`config.mk`:
```
export PLATFORM = sky130hd
export DESIGN_NAME = sudoku_board_store
export DESIGN_NICKNAME = d
export VERILOG_FILES = /design/src/rtl/sudoku_board_store.sv
export SDC_FILE = /design/constraint.sdc
export NUM_CORES = 2
export LEC_CHECK = 0
export ABC_AREA = 1
export BUFFER_PORTS_ARGS = -buffer_cell sky130_fd_sc_hd__buf_2
export CORE_MARGIN = 5
export CORE_UTILIZATION = 40
export DETAILED_ROUTE_END_ITERATION = 10
export GPL_ROUTABILITY_DRIVEN = 0
export PLACE_DENSITY_LB_ADDON = 0.15
export REMOVE_ABC_BUFFERS = 1
export SYNTH_ARGS = -nofsm -noshare
export SYNTH_HDL_FRONTEND = slang
export SYNTH_SLANG_ARGS = --single-unit
```
`constraint.sdc`:
```
create_clock -name clk -period 15.7 [get_ports clk]
set_input_delay 0.785 -clock clk [delete_from_list [all_inputs] [get_ports clk]]
set_output_delay 0.785 -clock clk [all_outputs]
set_load 0.03 [all_outputs]
```
`src/rtl/sudoku_board_store.sv`:
```
// sudoku_board_store
// Holds the 9x9 puzzle, the player cursor and the filled-cell count.
// The renderer reads cells through rd_i/rd_j -> rd_value. Button pulses
// move the cursor and step the digit under it. A row-major 81-beat
// valid/ready stream from the puzzle ROM reloads the whole board.
//
// Ports
//   clk, reset                    system clock, async active-high reset
//   rd_i, rd_j -> rd_value        renderer cell read (0 when out of range)
//   btn_up/down/left/right        one-cycle cursor move pulses
//   btn_inc                       one-cycle digit increment pulse
//   load_start                    begin an 81-cell load
//   load_valid, load_data         load beat stream
//   load_ready                    high while a load is in progress
//   load_done                     one-cycle pulse after the last beat
//   cur_i, cur_j                  cursor position
//   filled_count, board_full      cells with a non-zero digit, == 81
//
// Build option
//   COMB_READ_EN  when defined, rd_value is combinational from rd_i/rd_j;
//                 otherwise it is registered (one-cycle latency).
//
// Cell word: [3:0] digit 0..9 (0 = empty), [4] given (fixed) flag.
//
// state | meaning
// IDLE  | buttons honoured, waiting for load_start
// LOAD  | accepting beats, load_ready high
// DONE  | load_done pulse, returns to IDLE

module sudoku_board_store #(
  parameter int N     = 9,
  parameter int IDX_W = 5,
  parameter int VAL_W = 5
) (
  input  logic             clk,
  input  logic             reset,
  input  logic [IDX_W-1:0] rd_i,
  input  logic [IDX_W-1:0] rd_j,
  output logic [VAL_W-1:0] rd_value,
  input  logic             btn_up,
  input  logic             btn_down,
  input  logic             btn_left,
  input  logic             btn_right,
  input  logic             btn_inc,
  input  logic             load_start,
  input  logic             load_valid,
  input  logic [VAL_W-1:0] load_data,
  output logic             load_ready,
  output logic             load_done,
  output logic [IDX_W-1:0] cur_i,
  output logic [IDX_W-1:0] cur_j,
  output logic [6:0]       filled_count,
  output logic             board_full
);

  localparam int         CELLS = N * N;
  localparam int         CNT_W = 7;
  localparam logic [CNT_W-1:0] LAST_BEAT = CNT_W'(CELLS - 1);
  localparam logic [IDX_W-1:0] MAX_IDX   = IDX_W'(N - 1);

  typedef enum logic [1:0] {
    IDLE = 2'd0,
    LOAD = 2'd1,
    DONE = 2'd2
  } state_t;

  state_t           state;
  logic [VAL_W-1:0] cells [CELLS];
  logic [CNT_W-1:0] beat_cnt;

  // Row-major linear index; only meaningful for in-range coordinates.
  function automatic logic [CNT_W-1:0] cell_idx(input logic [IDX_W-1:0] i,
                                                 input logic [IDX_W-1:0] j);
    return CNT_W'(i) * CNT_W'(N) + CNT_W'(j);
  endfunction

  // ---------------- read port ----------------
  logic             rd_in_range;
  logic [VAL_W-1:0] rd_word;

  always_comb begin
    rd_in_range = (rd_i < IDX_W'(N)) && (rd_j < IDX_W'(N));
    rd_word     = '0;
    if (rd_in_range) rd_word = cells[cell_idx(rd_i, rd_j)];
  end

`ifdef COMB_READ_EN
  assign rd_value = rd_word;
`else
  // Sampled from the pre-edge board, so a same-cycle write reads old data.
  always_ff @(posedge clk or posedge reset) begin
    if (reset) rd_value <= '0;
    else       rd_value <= rd_word;
  end
`endif

  // ---------------- cursor next-state ----------------
  logic [IDX_W-1:0] nxt_i, nxt_j;

  always_comb begin
    nxt_i = cur_i;
    nxt_j = cur_j;
    if (btn_up && !btn_down)
      nxt_i = (cur_i == '0) ? MAX_IDX : cur_i - IDX_W'(1);
    else if (btn_down && !btn_up)
      nxt_i = (cur_i == MAX_IDX) ? '0 : cur_i + IDX_W'(1);
    if (btn_left && !btn_right)
      nxt_j = (cur_j == '0) ? MAX_IDX : cur_j - IDX_W'(1);
    else if (btn_right && !btn_left)
      nxt_j = (cur_j == MAX_IDX) ? '0 : cur_j + IDX_W'(1);
  end

  // ---------------- digit increment under cursor ----------------
  logic [CNT_W-1:0] cur_idx;
  logic [VAL_W-1:0] cur_word;
  logic [3:0]       inc_digit;
  logic             inc_en;

  always_comb begin
    cur_idx   = cell_idx(cur_i, cur_j);
    cur_word  = cells[cur_idx];
    inc_en    = btn_inc && !cur_word[4];
    inc_digit = (cur_word[3:0] >= 4'd9) ? 4'd0 : cur_word[3:0] + 4'd1;
  end

  // ---------------- load beat sanitising ----------------
  logic [VAL_W-1:0] load_word;
  logic             beat_fire;

  always_comb begin
    load_word      = load_data;
    if (load_data[3:0] > 4'd9) load_word[3:0] = 4'd0;
    beat_fire      = load_valid && load_ready;
  end

  // ---------------- main FSM / board ----------------
  always_ff @(posedge clk or posedge reset) begin
    if (reset) begin
      state        <= IDLE;
      beat_cnt     <= '0;
      cur_i        <= '0;
      cur_j        <= '0;
      filled_count <= '0;
      load_ready   <= 1'b0;
      load_done    <= 1'b0;
      for (int k = 0; k < CELLS; k++) cells[k] <= '0;
    end else begin
      load_done <= 1'b0;
      case (state)
        IDLE: begin
          cur_i <= nxt_i;
          cur_j <= nxt_j;
          if (inc_en) begin
            cells[cur_idx][3:0] <= inc_digit;
            if (cur_word[3:0] == 4'd0)      filled_count <= filled_count + 7'd1;
            else if (inc_digit == 4'd0)     filled_count <= filled_count - 7'd1;
          end
          // Load start overrides any count adjustment from a same-cycle edit;
          // the edited cell is rewritten by the load anyway.
          if (load_start) begin
            state        <= LOAD;
            beat_cnt     <= '0;
            filled_count <= '0;
            load_ready   <= 1'b1;
          end
        end

        LOAD: begin
          if (beat_fire) begin
            cells[beat_cnt] <= load_word;
            beat_cnt        <= beat_cnt + CNT_W'(1);
            if (load_word[3:0] != 4'd0) filled_count <= filled_count + 7'd1;
            if (beat_cnt == LAST_BEAT) begin
              state      <= DONE;
              load_ready <= 1'b0;
              load_done  <= 1'b1;
            end
          end
        end

        DONE: begin
          state <= IDLE;
        end

        default: begin
          state      <= IDLE;
          load_ready <= 1'b0;
        end
      endcase
    end
  end

  assign board_full = (filled_count == 7'(CELLS));

endmodule

```
Yosys cells after proc, flatten, opt, wreduce, memory -nomap -nowiden
Cells that the tools add are included.

word-level totals
  word-level logic and storage cells = 204
  bits in registers = 438
  bits of input ports = 24

operators by class
  eq/ne operators = 13
  reductions and logical operators = 30
  $mul = 2
  add/subtract/negate cells = 10
  multiplexer cells = 47
  magnitude comparators = 9
  bitwise operators = 4

operator list
  operator                                                              number
  405-bit bitwise mux                                                   2
  405-bit 2-to-1 mux                                                    2
  405-bit case mux with 2 select lines                                  1
  5-bit binary-select mux with 7-bit select                             2
  5-bit demux with 7-bit select                                         2
  5-bit 2-to-1 mux                                                      14
  7-bit 2-to-1 mux                                                      8
  7-bit case mux with 2 select lines                                    2
  8-bit greater-or-equal comparator, second input constant              3
  7-bit NOT with 8-bit output                                           3
  8-bit by 1-bit < comparator with 1-bit output, second input constant  2
  7-bit by 1-bit adder with 7-bit output, second input constant         2
  7-bit by 5-bit adder with 7-bit output                                2
  7-bit == test, second input constant                                  2
  5-bit by 4-bit multiplier with 7-bit output, second input constant    2
  4-bit 2-to-1 mux                                                      3
  5-bit by 1-bit adder with 5-bit output, second input constant         2
  5-bit by 4-bit == test with 1-bit output, second input constant       2
  5-bit logical NOT                                                     2
  5-bit by 4-bit < comparator with 1-bit output, second input constant  2
  2-bit inequality test, second input constant                          5
  5-bit by 1-bit subtractor with 5-bit output, second input constant    2
  1-bit logical AND                                                     9
  3-bit AND reduction                                                   3
  other kinds (21)                                                      36

Logic depth before layout (Yosys ltp)
  depth in word-level cells = 14
  depth in mapped cells = 29

Least setup slack after synthesis
Ideal clock, no wire load.

  path type = flip-flop to flip-flop
  start = register cur_i[1]
  end = register cells[193] in the netlist's numbering
  required time = 15,627 ps
  setup time = 73 ps
  clock period less this slack = 4,168 ps
  data arrival time = 4,095 ps
  slack = 11,532 ps
  buffers on the path = 5
  cell stages (with the launch flop) = 26
  cells stage by stage = dfrtp_1 ha_1 ha_1 fa_1 buf_4 buf_1 clkbuf_1 nand2_1 nand2_1 nand2_1 nand2_1 nor2_1 nand2_1 nand3_1 inv_1 ha_1 inv_1 nor2_1 nand2_1 nand2_2 nand2_2 buf_6 buf_6 o22ai_1 nor2_1 a21oi_2

on the way
  cells in the longest elaborated chain, start to end = 11
  elaborated cells between the ends (all ways) = 21

ends and longest elaborated chain
  what                                                                                         line      RTL
  start, declared                                                                              50        output logic [IDX_W-1:0] cur_i,
  start signal, assigned                                                                       151       cur_i <= nxt_i;
  5-bit by 4-bit multiplier with 7-bit output (*)                                              74        return CNT_W'(i) * CNT_W'(N) + CNT_W'(j);
  7-bit by 5-bit adder with 7-bit output (*)                                                   74
  7-bit NOT with 8-bit output (not written as such) (*)                                        121, 154
  5-bit binary-select mux with 7-bit select                                                    121       cur_word = cells[cur_idx];
  5-bit 2-to-1 mux (not written as such) (2 in a row)                                          121
  4-bit by 1-bit adder with 4-bit output or 4-bit greater-or-equal comparator (tied branches)  123       inc_digit = (cur_word[3:0] >= 4'd9) ? 4'd0 : cur_word[3:0] + 4'd1;
  4-bit 2-to-1 mux                                                                             123
  405-bit bitwise mux                                                                          154       cells[cur_idx][3:0] <= inc_digit;
  405-bit 2-to-1 mux                                                                           153       if (inc_en) begin
  405-bit case mux with 2 select lines                                                         149       case (state)
  end signal, assigned by index                                                                154
  end signal, assigned by index                                                                170       cells[beat_cnt] <= load_word;
  end, declared                                                                                68        logic [VAL_W-1:0] cells [CELLS];

Every way passes the cells marked *; elsewhere a longest branch is shown, timed or not. The select of a mux whose other input is x is not followed.
A chain may end at the register's enable or synchronous reset.

Final worst setup path
  start = register cur_i[1]
  end = register filled_count[0]

on the way
  cells in the longest elaborated chain, start to end = 11
  elaborated cells between the ends (all ways) = 20

ends and longest elaborated chain
  what                                                                                        line      RTL
  5-bit by 4-bit multiplier with 7-bit output (*)                                             74
  7-bit by 5-bit adder with 7-bit output (*)                                                  74
  7-bit NOT with 8-bit output (not written as such) (*)                                       121
  5-bit binary-select mux with 7-bit select (*)                                               121
  5-bit 2-to-1 mux (not written as such) (*) (2 in a row)                                     121
  4-bit by 1-bit adder with 4-bit output, or another cell as far along                        123
  4-bit 2-to-1 mux or 7-bit 2-to-1 mux (tied branches)                                        123, 155
  4-bit logical NOT or 7-bit 2-to-1 mux (tied branches)                                       156, 153
  4-bit inequality test (no source line) or 7-bit 2-to-1 mux (tied branches)                  --
  5-bit AND reduction (no source line) or 7-bit case mux with 2 select lines (tied branches)  --
  end signal, assigned                                                                        155       if (cur_word[3:0] == 4'd0) filled_count <= filled_count + 7'd1;
  end signal, assigned                                                                        156       else if (inc_digit == 4'd0) filled_count <= filled_count - 7'd1;
  end signal, assigned                                                                        172       if (load_word[3:0] != 4'd0) filled_count <= filled_count + 7'd1;
  end, declared                                                                               52        output logic [6:0] filled_count,

Marks and branches as above.

==> impl_metrics.csv <==
group,metric,value,unit
pwr,p_clk_frac,0.235,
synthesis,netlist_instances,4677,
route,wl_per_cell,23.0,um
die,die_w,289,um
cells_and_area,fin_cells,5649,
die,pin_count,49,
route,drt_iter0_drc,4146,
pwr,p_int,2.93,mW
synthesis,ys_top_cells_by_count,"nand2_1, inv_1, nor2_1",
critical_path,r2r-end,"filled_count[0]",
critical_path,r2r_start,"cur_i[1]",
synthesis,synth.avg_cell_area,6.67,sq um
cells_and_area,num-nets-final,4637,
synthesis,yosys.area.top_type_share,0.351,
critical_path,rr_worst_depth,24,
cells_and_area,fillers,8204,
critical_path,cp-start-kind,"flip-flop",
synthesis,yosysWarnings,0,
critical_path,crit_type,"reg -> reg",
route,dr.pass1.iters,6,
critical_path,path_depth,24,
route,drc,0,
clock_tree,clk_pin_slew,0.06,ns
synthesis,muxShareOfSynthArea,0,
sta,fin_tns_setup,0,ns
pwr,switching_share,0.495,
placement,dpl.cell_count,5554,
critical_path,cp_max_fo,43,
clock_tree,root_buffer,"clkbuf_16",
sta,slew_viol_final,0,
route,routed_wl,130000,um
run_status,status,"finished, final reports clean",
die,core_area,77300,sq um
route,ant_nets,0,
placement,place_ws,9.13,ns
worst_hold_path,min_path_type,"in -> async",
critical_path,critPathMaxStageDelay,0.76,ns
clock_tree,numCtsBuffers,53,
grt,grt_max_degree,164,
clock_tree,clk_latency,0.65,ns
synthesis,synth_xor_area_frac,0.00646,
critical_path,critPathCaptureType,"flip-flop",
pwr,power.density,172,nW/um^2
critical_path,crit_top_cell,"nand2_1",
die,start_util,0.403,
clock_tree,post_cts_resized,0,
die,dieArea,83700,sq um
synthesis,synth_top_area_cell,"dfrtp_1",
synthesis,async_reset_ff_frac,1.00,
synthesis,syn_area,31200,sq um
critical_path,crit_end,"filled_count[0]",
synthesis,synthTopCellsByArea,"dfrtp_1, nand2_1, inv_1",
cells_and_area,syn_to_final_growth,8.40,%
clock_tree,postCtsSetupBuffers,0,
sta,fin_skew,0.0438,ns
clock_tree,cts_sinks,438,
pwr,combinationalPowerShare,0.484,
route,num_vias,32900,
sta,rsz0062_at_grt,"false",
critical_path,r2r_slack,8.88,ns
grt,grt_pass1_wl,193000,um
synthesis,yosys.cell_types.count,47,
critical_path,cp_data_arrival_time,7.32,ns
sta,timing.max_slew.rel_slack,0.215,
route,viasPerCell,5.83,
pwr,ir_drop,0.231,mV
placement,hpwl,83600,um
sta,timing.fmax,147,MHz
pwr,p_leak,15.4,nW
grt,grt_overflow_total,0,
synthesis,synth_top_family_by_area,"compound AO/OA/AOI/OAI gates",
critical_path,cp-startpoint,"cur_i[1]",
sta,setup_ws,8.88,ns
clock_tree,ctsHoldBuffers,0,
critical_path,crit_buf_inv,5,
synthesis,synth-adder-area-share,0.0186,
sta,setup_viol,0,
grt,antenna_found_initial,3,
pwr,p_sw,2.87,mW
critical_path,slowest_stage,"buf_4",
synthesis,synth_seq_cells,438,
die,rows,102,
synthesis,synth_compound_area_frac,0.283,
clock_tree,htreeDepth,2,
critical_path,required,16.20,ns
sta,max_slew.worst_pin.slew,1.17,ns
synthesis,yosysSeqAreaShare,0.351,
synthesis,synth_enable_flop_cells,0,
clock_tree,clock_path_buffers,3,
synthesis,ys.flop_type,"dfrtp_1",
clock_tree,cts_tree,"done",
pwr,pwr-share-seq,0.281,
sta,hold_viol_final,0,
critical_path,path_delay_family,"simple AND/OR/NAND/NOR gates",
grt,grt_pass1_vias,30500,
run,maxCapViolCount,0,
critical_path,cp_cell_sequence,"ha_1 > ha_4 > fa_2 > buf_4 > nor2_1 > nand2_1 > inv_1 > nand2_1 > o21ai_0 > nand4_1 > nand3_1 > inv_1 > ha_1 > inv_1 > nor2_1 > nand2_1 > nand2_2 > nand2_4 > buf_4 > nand3_1 > nand3_2 > nand3_2 > nand2_1 > nand2_1",
sta,whs,0.264,ns
cells_and_area,final_layout_size_suffix_gt1_frac,0.0671,
die,die_h,289,um
synthesis,yosysMostFrequentCell,"nand2_1",
sta,finalCritPeriodShare,0.435,
synthesis,synth-simple-area-share,0.216,
grt,track_usage,0.301,
placement,port_buffers,48,
sta,min_period,6.82,ns
per-layer routing:
layer / track usage / vias up / part of all wire
met2: 0.465 / 1607 / 0.44
met5: 0 / - / 0
met3: 0.0677 / 298 / 0.099
li1: - / 15400 / -
met4: 0.120 / 0 / 0.045
met1: 0.410 / 15700 / 0.42
final cells by class:
cell class | count | area, sq um | share of cell area
Antenna cell | 2 | 5.00 | 0.000148
Sequential cell | 438 | 11000 | 0.324
Clock inverter | 16 | 289 | 0.00855
Clock buffer | 77 | 1580 | 0.0467
Inverter | 692 | 2610 | 0.0773
Timing Repair Buffer | 96 | 626 | 0.0185
Tap cell | 1040 | 1300 | 0.0385
Multi-Input combinational cell | 3288 | 16400 | 0.486
worst min-delay path by stage:
stage            endpoint  startpoint  cells after the start
2_1_floorplan  cells[112]  cells[112]                      2
6_report       cells[161]       reset                      2
4_1_cts        cells[161]       reset                      2
3_3_place_gp   cells[150]  cells[150]                      2
3_5_place_dp   cells[222]  cells[222]                      2
5_1_grt        cells[161]       reset                      2
through the flow:
stage | power [mW] | utilization | instance area [sq um]
2_1_floorplan | 3.20 | - | 29900
3_3_place_gp | 4.34 | 0.413 | 31900
3_5_place_dp | 4.35 | 0.413 | 31900
4_1_cts | 5.71 | 0.437 | 33800
5_1_grt | 6.04 | 0.437 | 33800
6_report | 5.80 | 0.437 | 33800
logic make-up after synthesis:
family	after synthesis
simple gates	1695
compound gates	1526
buf+inv	951
flops	438
fa+ha+maj	44
xor+xnor	23
registers in the layout, indices dropped and copies added, names as in the netlist:
name,flops
cells,405
filled_count,7
cur_j,5
cur_i,5
rd_value,5
state,2
beat_cnt,7
load_done,1
load_ready,1
power by group through the flow:
stage	Clock [mW]	Sequential (mW)	Combinational (mW)
5_1_grt	1.41	1.67	2.96
2_1_floorplan	0	1.60	1.59
3_5_place_dp	0	1.64	2.70
4_1_cts	1.37	1.63	2.71
6_report	1.36	1.63	2.81
3_3_place_gp	0	1.64	2.70
cell usage in the layout (no fill, tap or decap), types with 14 or more instances in the layout:
| cell | count |
|---|---|
| ha_1 | 36 |
| o311ai_0 | 18 |
| o22ai_1 | 268 |
| o22ai_2 | 32 |
| o21ai_2 | 48 |
| a31oi_1 | 85 |
| dfrtp_1 | 438 |
| nand3_1 | 157 |
| inv_1 | 661 |
| inv_2 | 14 |
| buf_4 | 46 |
| nor2_1 | 582 |
| nand2_1 | 882 |
| o21a_1 | 28 |
| buf_2 | 48 |
| o21ai_0 | 359 |
| o211ai_1 | 25 |
| clkbuf_16 | 55 |
| nor3_1 | 25 |
| a211oi_1 | 20 |
| nand4_1 | 27 |
| a21oi_1 | 491 |
| o21ai_1 | 131 |
No activity file was read; power rests on OpenSTA's default activity.
